==> src/rtl/choque_pkg.sv <==
// Shared types and constants for the car-vs-obstacles collision detector.
package choque_pkg;

  typedef enum logic [1:0] {
    ST_IDLE = 2'd0,
    ST_SCAN = 2'd1,
    ST_EVAL = 2'd2,
    ST_OVER = 2'd3
  } state_e;

  localparam int SCREEN_W = 640;
  localparam int SCREEN_H = 480;
  localparam int XW_DEF   = 10;
  localparam int YW_DEF   = 9;

  // One extra bit so that box right/bottom edges past the screen never wrap.
  function automatic int cmp_width(input int xw, input int yw);
    return ((xw > yw) ? xw : yw) + 1;
  endfunction

endpackage

==> src/rtl/choque_box_cmp.sv <==
// Combinational overlap test of one obstacle box against the car box.
module choque_box_cmp
  import choque_pkg::*;
#(
  parameter int XW    = XW_DEF,
  parameter int YW    = YW_DEF,
  parameter int CAR_Y = 400,
  parameter int CAR_W = 40,
  parameter int CAR_H = 60,
  parameter int OBS_W = 64,
  parameter int OBS_H = 48
) (
  input  logic [XW-1:0] ox_i,
  input  logic [YW-1:0] oy_i,
  input  logic [XW-1:0] carx_i,
  input  logic          valid_i,
  output logic          hit_o
);

  localparam int CW = cmp_width(XW, YW);

  logic [CW-1:0] ox, oy, cx;

  assign ox = CW'(ox_i);
  assign oy = CW'(oy_i);
  assign cx = CW'(carx_i);

  // Strict compares: boxes that only share an edge do not overlap.
  assign hit_o = valid_i
              && (ox < cx + CW'(CAR_W))
              && (cx < ox + CW'(OBS_W))
              && (oy < CW'(CAR_Y + CAR_H))
              && (CW'(CAR_Y) < oy + CW'(OBS_H));

endmodule

==> src/rtl/choque_multi.sv <==
// Frame-synchronous collision detector: scans N_OBS obstacles per frame with one
// shared comparator, debounces crashes, manages grace window, lives and game over.
module choque_multi
  import choque_pkg::*;
#(
  parameter int N_OBS        = 4,
  parameter int XW           = XW_DEF,
  parameter int YW           = YW_DEF,
  parameter int CAR_Y        = 400,
  parameter int CAR_W        = 40,
  parameter int CAR_H        = 60,
  parameter int OBS_W        = 64,
  parameter int OBS_H        = 48,
  parameter int HIT_FRAMES   = 2,
  parameter int GRACE_FRAMES = 30,
  parameter int LIVES        = 3
) (
  input  logic                iClk,
  input  logic                iRst_n,
  input  logic                iFrameTick,
  input  logic [N_OBS*XW-1:0] iPosX,
  input  logic [N_OBS*YW-1:0] iPosY,
  input  logic [N_OBS-1:0]    iValid,
  input  logic [XW-1:0]       iPosCarX,
  input  logic                iClear,
  output logic                oHit,
  output logic [3:0]          oHitIdx,
  output logic [2:0]          oLives,
  output logic                oStop,
  output logic                oGrace,
  output logic                oOverrun
);

  localparam int IW = (N_OBS > 1) ? $clog2(N_OBS) : 1;
  localparam int HW = $clog2(HIT_FRAMES + 1);
  localparam int GW = (GRACE_FRAMES > 1) ? $clog2(GRACE_FRAMES + 1) : 1;

  state_e state_q, state_d;

  logic [N_OBS-1:0][XW-1:0] posx_q;
  logic [N_OBS-1:0][YW-1:0] posy_q;
  logic [N_OBS-1:0]         valid_q;
  logic [XW-1:0]            carx_q;
  logic                     snap_en;

  logic [IW-1:0] idx_q, idx_d;
  logic          anyhit_q, anyhit_d;
  logic [IW-1:0] hitidx_q, hitidx_d;
  logic [HW-1:0] hitcnt_q, hitcnt_d;
  logic [GW-1:0] grace_q, grace_d;
  logic [2:0]    lives_q, lives_d;
  logic          stop_q, stop_d;
  logic          overrun_q, overrun_d;
  logic          hit_q, hit_d;
  logic [IW-1:0] hitidx_o_q, hitidx_o_d;
  logic          cmp_hit;

  choque_box_cmp #(
    .XW(XW), .YW(YW), .CAR_Y(CAR_Y), .CAR_W(CAR_W), .CAR_H(CAR_H),
    .OBS_W(OBS_W), .OBS_H(OBS_H)
  ) u_cmp (
    .ox_i    (posx_q[idx_q]),
    .oy_i    (posy_q[idx_q]),
    .carx_i  (carx_q),
    .valid_i (valid_q[idx_q]),
    .hit_o   (cmp_hit)
  );

  always_comb begin
    state_d    = state_q;
    idx_d      = idx_q;
    anyhit_d   = anyhit_q;
    hitidx_d   = hitidx_q;
    hitcnt_d   = hitcnt_q;
    grace_d    = grace_q;
    lives_d    = lives_q;
    stop_d     = stop_q;
    overrun_d  = overrun_q;
    hit_d      = 1'b0;
    hitidx_o_d = hitidx_o_q;
    snap_en    = 1'b0;

    if (iClear) begin
      state_d    = ST_IDLE;
      idx_d      = '0;
      anyhit_d   = 1'b0;
      hitidx_d   = '0;
      hitcnt_d   = '0;
      grace_d    = '0;
      lives_d    = 3'(LIVES);
      stop_d     = 1'b0;
      overrun_d  = 1'b0;
      hitidx_o_d = '0;
    end else begin
      unique case (state_q)
        ST_IDLE: begin
          if (iFrameTick) begin
            // During grace a frame tick only burns one grace frame.
            if (grace_q != '0) begin
              grace_d = grace_q - GW'(1);
            end else begin
              snap_en  = 1'b1;
              idx_d    = '0;
              anyhit_d = 1'b0;
              hitidx_d = '0;
              state_d  = ST_SCAN;
            end
          end
        end
        ST_SCAN: begin
          if (iFrameTick) overrun_d = 1'b1;
          if (cmp_hit && !anyhit_q) hitidx_d = idx_q;
          anyhit_d = anyhit_q | cmp_hit;
          if (idx_q == IW'(N_OBS - 1)) state_d = ST_EVAL;
          else                         idx_d   = idx_q + IW'(1);
        end
        ST_EVAL: begin
          if (iFrameTick) overrun_d = 1'b1;
          state_d = ST_IDLE;
          if (!anyhit_q) begin
            hitcnt_d = '0;
          end else if (hitcnt_q == HW'(HIT_FRAMES - 1)) begin
            hit_d      = 1'b1;
            hitidx_o_d = hitidx_q;
            lives_d    = lives_q - 3'd1;
            hitcnt_d   = '0;
            grace_d    = GW'(GRACE_FRAMES);
            if (lives_q == 3'd1) begin
              stop_d  = 1'b1;
              state_d = ST_OVER;
            end
          end else begin
            hitcnt_d = hitcnt_q + HW'(1);
          end
        end
        ST_OVER: stop_d = 1'b1;
        default: state_d = ST_IDLE;
      endcase
    end
  end

  always_ff @(posedge iClk or negedge iRst_n) begin
    if (!iRst_n) begin
      state_q    <= ST_IDLE;
      idx_q      <= '0;
      anyhit_q   <= 1'b0;
      hitidx_q   <= '0;
      hitcnt_q   <= '0;
      grace_q    <= '0;
      lives_q    <= 3'(LIVES);
      stop_q     <= 1'b0;
      overrun_q  <= 1'b0;
      hit_q      <= 1'b0;
      hitidx_o_q <= '0;
    end else begin
      state_q    <= state_d;
      idx_q      <= idx_d;
      anyhit_q   <= anyhit_d;
      hitidx_q   <= hitidx_d;
      hitcnt_q   <= hitcnt_d;
      grace_q    <= grace_d;
      lives_q    <= lives_d;
      stop_q     <= stop_d;
      overrun_q  <= overrun_d;
      hit_q      <= hit_d;
      hitidx_o_q <= hitidx_o_d;
    end
  end

  // Inputs are only looked at here, so movement mid-scan cannot skew a frame.
  always_ff @(posedge iClk or negedge iRst_n) begin
    if (!iRst_n) begin
      posx_q  <= '0;
      posy_q  <= '0;
      valid_q <= '0;
      carx_q  <= '0;
    end else if (snap_en) begin
      posx_q  <= iPosX;
      posy_q  <= iPosY;
      valid_q <= iValid;
      carx_q  <= iPosCarX;
    end
  end

  assign oHit     = hit_q;
  assign oHitIdx  = 4'(hitidx_o_q);
  assign oLives   = lives_q;
  assign oStop    = stop_q;
  assign oGrace   = (grace_q != '0);
  assign oOverrun = overrun_q;

endmodule
==> config.mk <==
export PLATFORM = sky130hd
export DESIGN_NAME = choque_multi
export DESIGN_NICKNAME = d
export VERILOG_FILES = /design/src/rtl/choque_pkg.sv /design/src/rtl/choque_box_cmp.sv /design/src/rtl/choque_multi.sv
export SDC_FILE = /design/constraint.sdc
export NUM_CORES = 1
export LEC_CHECK = 0
export BUFFER_PORTS_ARGS = -buffer_cell sky130_fd_sc_hd__buf_4
export CELL_PAD_IN_SITES_DETAIL_PLACEMENT = 2
export CELL_PAD_IN_SITES_GLOBAL_PLACEMENT = 2
export CORE_MARGIN = 2
export CORE_UTILIZATION = 40
export CTS_CLUSTER_DIAMETER = 50
export DETAILED_ROUTE_END_ITERATION = 6
export PLACE_DENSITY_LB_ADDON = 0.1
export REMOVE_ABC_BUFFERS = 1
export SLEW_MARGIN = 0
export SYNTH_ARGS = -nofsm -noshare
export SYNTH_HDL_FRONTEND = slang
export SYNTH_SLANG_ARGS = --single-unit
==> constraint.sdc <==
create_clock -name iClk -period 7.1 [get_ports iClk]
set_input_delay 1.42 -clock iClk [delete_from_list [all_inputs] [get_ports iClk]]
set_output_delay 1.42 -clock iClk [all_outputs]
set_load 0.02 [all_outputs]
==> results.txt <==
# DRC - 0
GPL Wtd Cong - 0.759
Slew @ Worst Pin - 0.841 ns
Worst EP arrival - 3.86 ns
CP top delay family - flip-flops
Routed Antenna Nets - 0
#FFs+latches synth - 112
Worst path required time - 7.35 ns
Reg clk slew, reported paths - 0.08 ns
Synth Warn # - 0
Depth of the most critical reg-to-reg path - 11
Maxcap violations - 0
Chip Width - 124 um
Fin crit share - 50.8%
Row count - 43
DR WL met3 - 472 um
HP Class - reg -> reg
Num ports - 105
Metal-1 WL - 6320 um
Crit. Startpoint - idx_q[0]
Power Internal - 1.87 mW
Clk_skew - 0.00619 ns
Worst-path cell chain - mux4_2 -> ha_1 -> xnor2_1 -> ha_1 -> a21oi_1 -> o22ai_1 -> nor3_1 -> a311oi_1 -> nor4b_2 -> a21o_1 -> o21ai_1
Num CTS Buffers - 9
Mapped Cells - 452
Total track usage - 20.6%
VDD IR max - 0.161 mV
Vias in the first global route - 4564
CTS resizes - 0
Worst skew pair latency - 0.36 ns
TNS Setup - 0 ns
Fmax achieved - 277 MHz
Fin cells - 733
Starting Density - 41.2%
Status - completed
Sequential area share after synthesis - 48.8%
Hold Path End - posx_q[19]
Slowest-stage cell, CP - dfrtp_2
DP Worst Slack - 3.47 ns
Setup slack after layout - 3.49 ns
Sequential share of power - 38.1%
Share of cells above drive strength 1 - 43.6%
Synth unique cells - 55
Net Sw Power - 1.07 mW
Fin. Hold Viols - 0
Post-Syn Area - 5750 um^2
Tmin final - 3.61 ns
WS Path Type - reg -> reg
Max Buffers Root-to-Sink - 2
Asr flop ratio synth - 100%
PwrDens - 422 nW/um^2
Hold buffers post-CTS - 0
Min-delay src - posx_q[19]
Post-synth EDFFs - 0
Via-per-instance ratio - 5.35
Port bufs - 102
Die H - 124 um
Clk pwr share - 17.9%
Design Power - 2.94 mW
CTS root buf - clkbuf_16
Hold path cells - 1
Vias - 3921
Final setup viols - 0
Nets - 672
Most frequent CP cell - ha_1
Worst R2R Start - idx_q[0]
Wirelength per Cell - 19.5 um
Largest net degree at the start of global routing - 60
Reg-to-reg endpoint - hitidx_q[0]
Core Area - 13900 um^2
Grt total ovfl - 0
Initial antenna violation count - 0
DP HPWL - 10300 um
Ys flop type - dfrtp_1
Layout area overhead - 21.1%
Combinational Power Share - 44.0%
CP Capture Type - flip-flop
Initial DRC Count - 98
Critical Path Start Type - flip-flop
Placed cell count - 717
Commonest non-fill, non-tap cell in the layout - dfrtp_1
CTS tree - yes
Slew HR - 43.2%
Diodes inserted - 0
Maximum fanout along the worst path - 27
Worst path bufs/invs - 0
Post CTS Setup Buffer Count - 0
Most frequent cells in the layout - dfrtp_1, buf_4, mux2_2
Final Max Tran Viols - 0
Sw Ratio - 36.4%
Leakage power - 3.14 nW
Top Layer Used - met4
TritonRoute pass-1 iters - 4
Critical Path Max Stage Delay - 0.93 ns
Die area - 15300 um^2
Clock sink count - 112
First-pass GRT wire length - 23700 um
Syn Area/Cell - 12.7 um^2
H-tree depth - 3
Worst R2R Setup Slack - 3.49 ns
RSZ-0062 raised after global routing - false
DRT Wirelength - 14300 um
Metal2 WL - 7350 um
metal layers:
layer | track usage, % | vias up
li1 | - | 1812
met1 | 26.3 | 2027
met2 | 35.7 | 71
met3 | 3.34 | 11
met4 | 6.46 | 0
met5 | 0 | -
per-stage QoR:
stage | util [%] | hold slack, ns | area, um^2
2_1_floorplan | - | 0.471 | 5640
3_3_place_gp | 47.8 | 0.482 | 6660
3_5_place_dp | 47.8 | 0.493 | 6660
4_1_cts | 50.0 | 0.511 | 6960
5_1_grt | 50.0 | 0.521 | 6960
6_report | 50.0 | 0.507 | 6960
power by group through the flow:
stage / Combinational, mW / Clock (mW) / Sequential (mW)
after global placement: 1.20 / 0 / 1.10
after floorplan: 0.977 / 0 / 1.05
final: 1.29 / 0.526 / 1.12
after CTS: 1.32 / 0.544 / 1.12
after detailed placement: 1.29 / 0 / 1.13
after global routing: 1.45 / 0.567 / 1.16
sequential cells by signal, indices dropped and copies added (netlist names), 2 cells and up:
signal,cells
hitcnt_q,2
posx_q,40
hitidx_q,2
hitidx_o_q,2
state_q,2
oLives,3
grace_q,5
valid_q,4
idx_q,2
carx_q,10
posy_q,36
synth_stat cells, drive strengths merged (3+ instances only):
| cell type | instances | area, um^2 |
|---|---|---|
| mux4 | 18 | 409 |
| nor3 | 6 | 30.0 |
| nand3 | 9 | 50.1 |
| inv | 25 | 93.8 |
| buf | 16 | 91.3 |
| nand2b | 5 | 31.3 |
| nor4b | 3 | 47.5 |
| ha | 30 | 375 |
| mux2 | 91 | 1020 |
| a211oi | 7 | 57.6 |
| nand3b | 4 | 30.0 |
| nor2 | 26 | 97.6 |
| nor2b | 3 | 18.8 |
| xor2 | 6 | 52.6 |
| dfrtp | 110 | 2750 |
| o22ai | 4 | 31.3 |
| clkbuf | 5 | 18.8 |
| a21o | 4 | 30.0 |
| a21oi | 17 | 88.8 |
| nand2 | 13 | 48.8 |
| or2 | 4 | 25.0 |
| o21ai | 18 | 90.1 |
worst max path at each step:
stage                     cells past startpoint  slack, ns           to
after global placement                       11       3.56  hitidx_q[0]
final                                        11       3.49  hitidx_q[0]
after detailed placement                     11       3.47  hitidx_q[0]
after CTS                                    11       3.41  hitidx_q[0]
after global routing                         11       3.23  hitidx_q[1]
after floorplan                               3       3.03    carx_q[0]
logic make-up (layout without fill, tap and decap cells):
kind of cell	Yosys count	after routing	share of synthesized area (%)
muxes	111	111	25.3
adders and majority gates	30	30	6.53
DFF	112	112	48.8
and+or+nand+nor	82	82	7.64
xor gates and xnor gates	8	8	1.22
buffers and inverters	46	146	3.55
AOI/OAI and AO/OA	62	62	6.90
other	1	2	0.0652
final cells by class:
| cell class | count | area [um^2] |
|---|---|---|
| tap | 180 | 225 |
| fill | 1377 | 6970 |
| inverter | 25 | 93.8 |
| sequential | 112 | 2810 |
| timing repair buffer | 105 | 788 |
| clock buffer | 9 | 225 |
| multi-input combinational | 295 | 2750 |
| clock inverter | 7 | 78.8 |
worst register-to-register path, cell delays in order (launching register included):
cell	delay [ns]
dfrtp_2	0.93
mux4_2	0.69
ha_1	0.25
xnor2_1	0.18
ha_1	0.26
a21oi_1	0.21
o22ai_1	0.12
nor3_1	0.22
a311oi_1	0.12
nor4b_2	0.29
a21o_1	0.17
o21ai_1	0.07
Power figures use the tool's default switching activity.
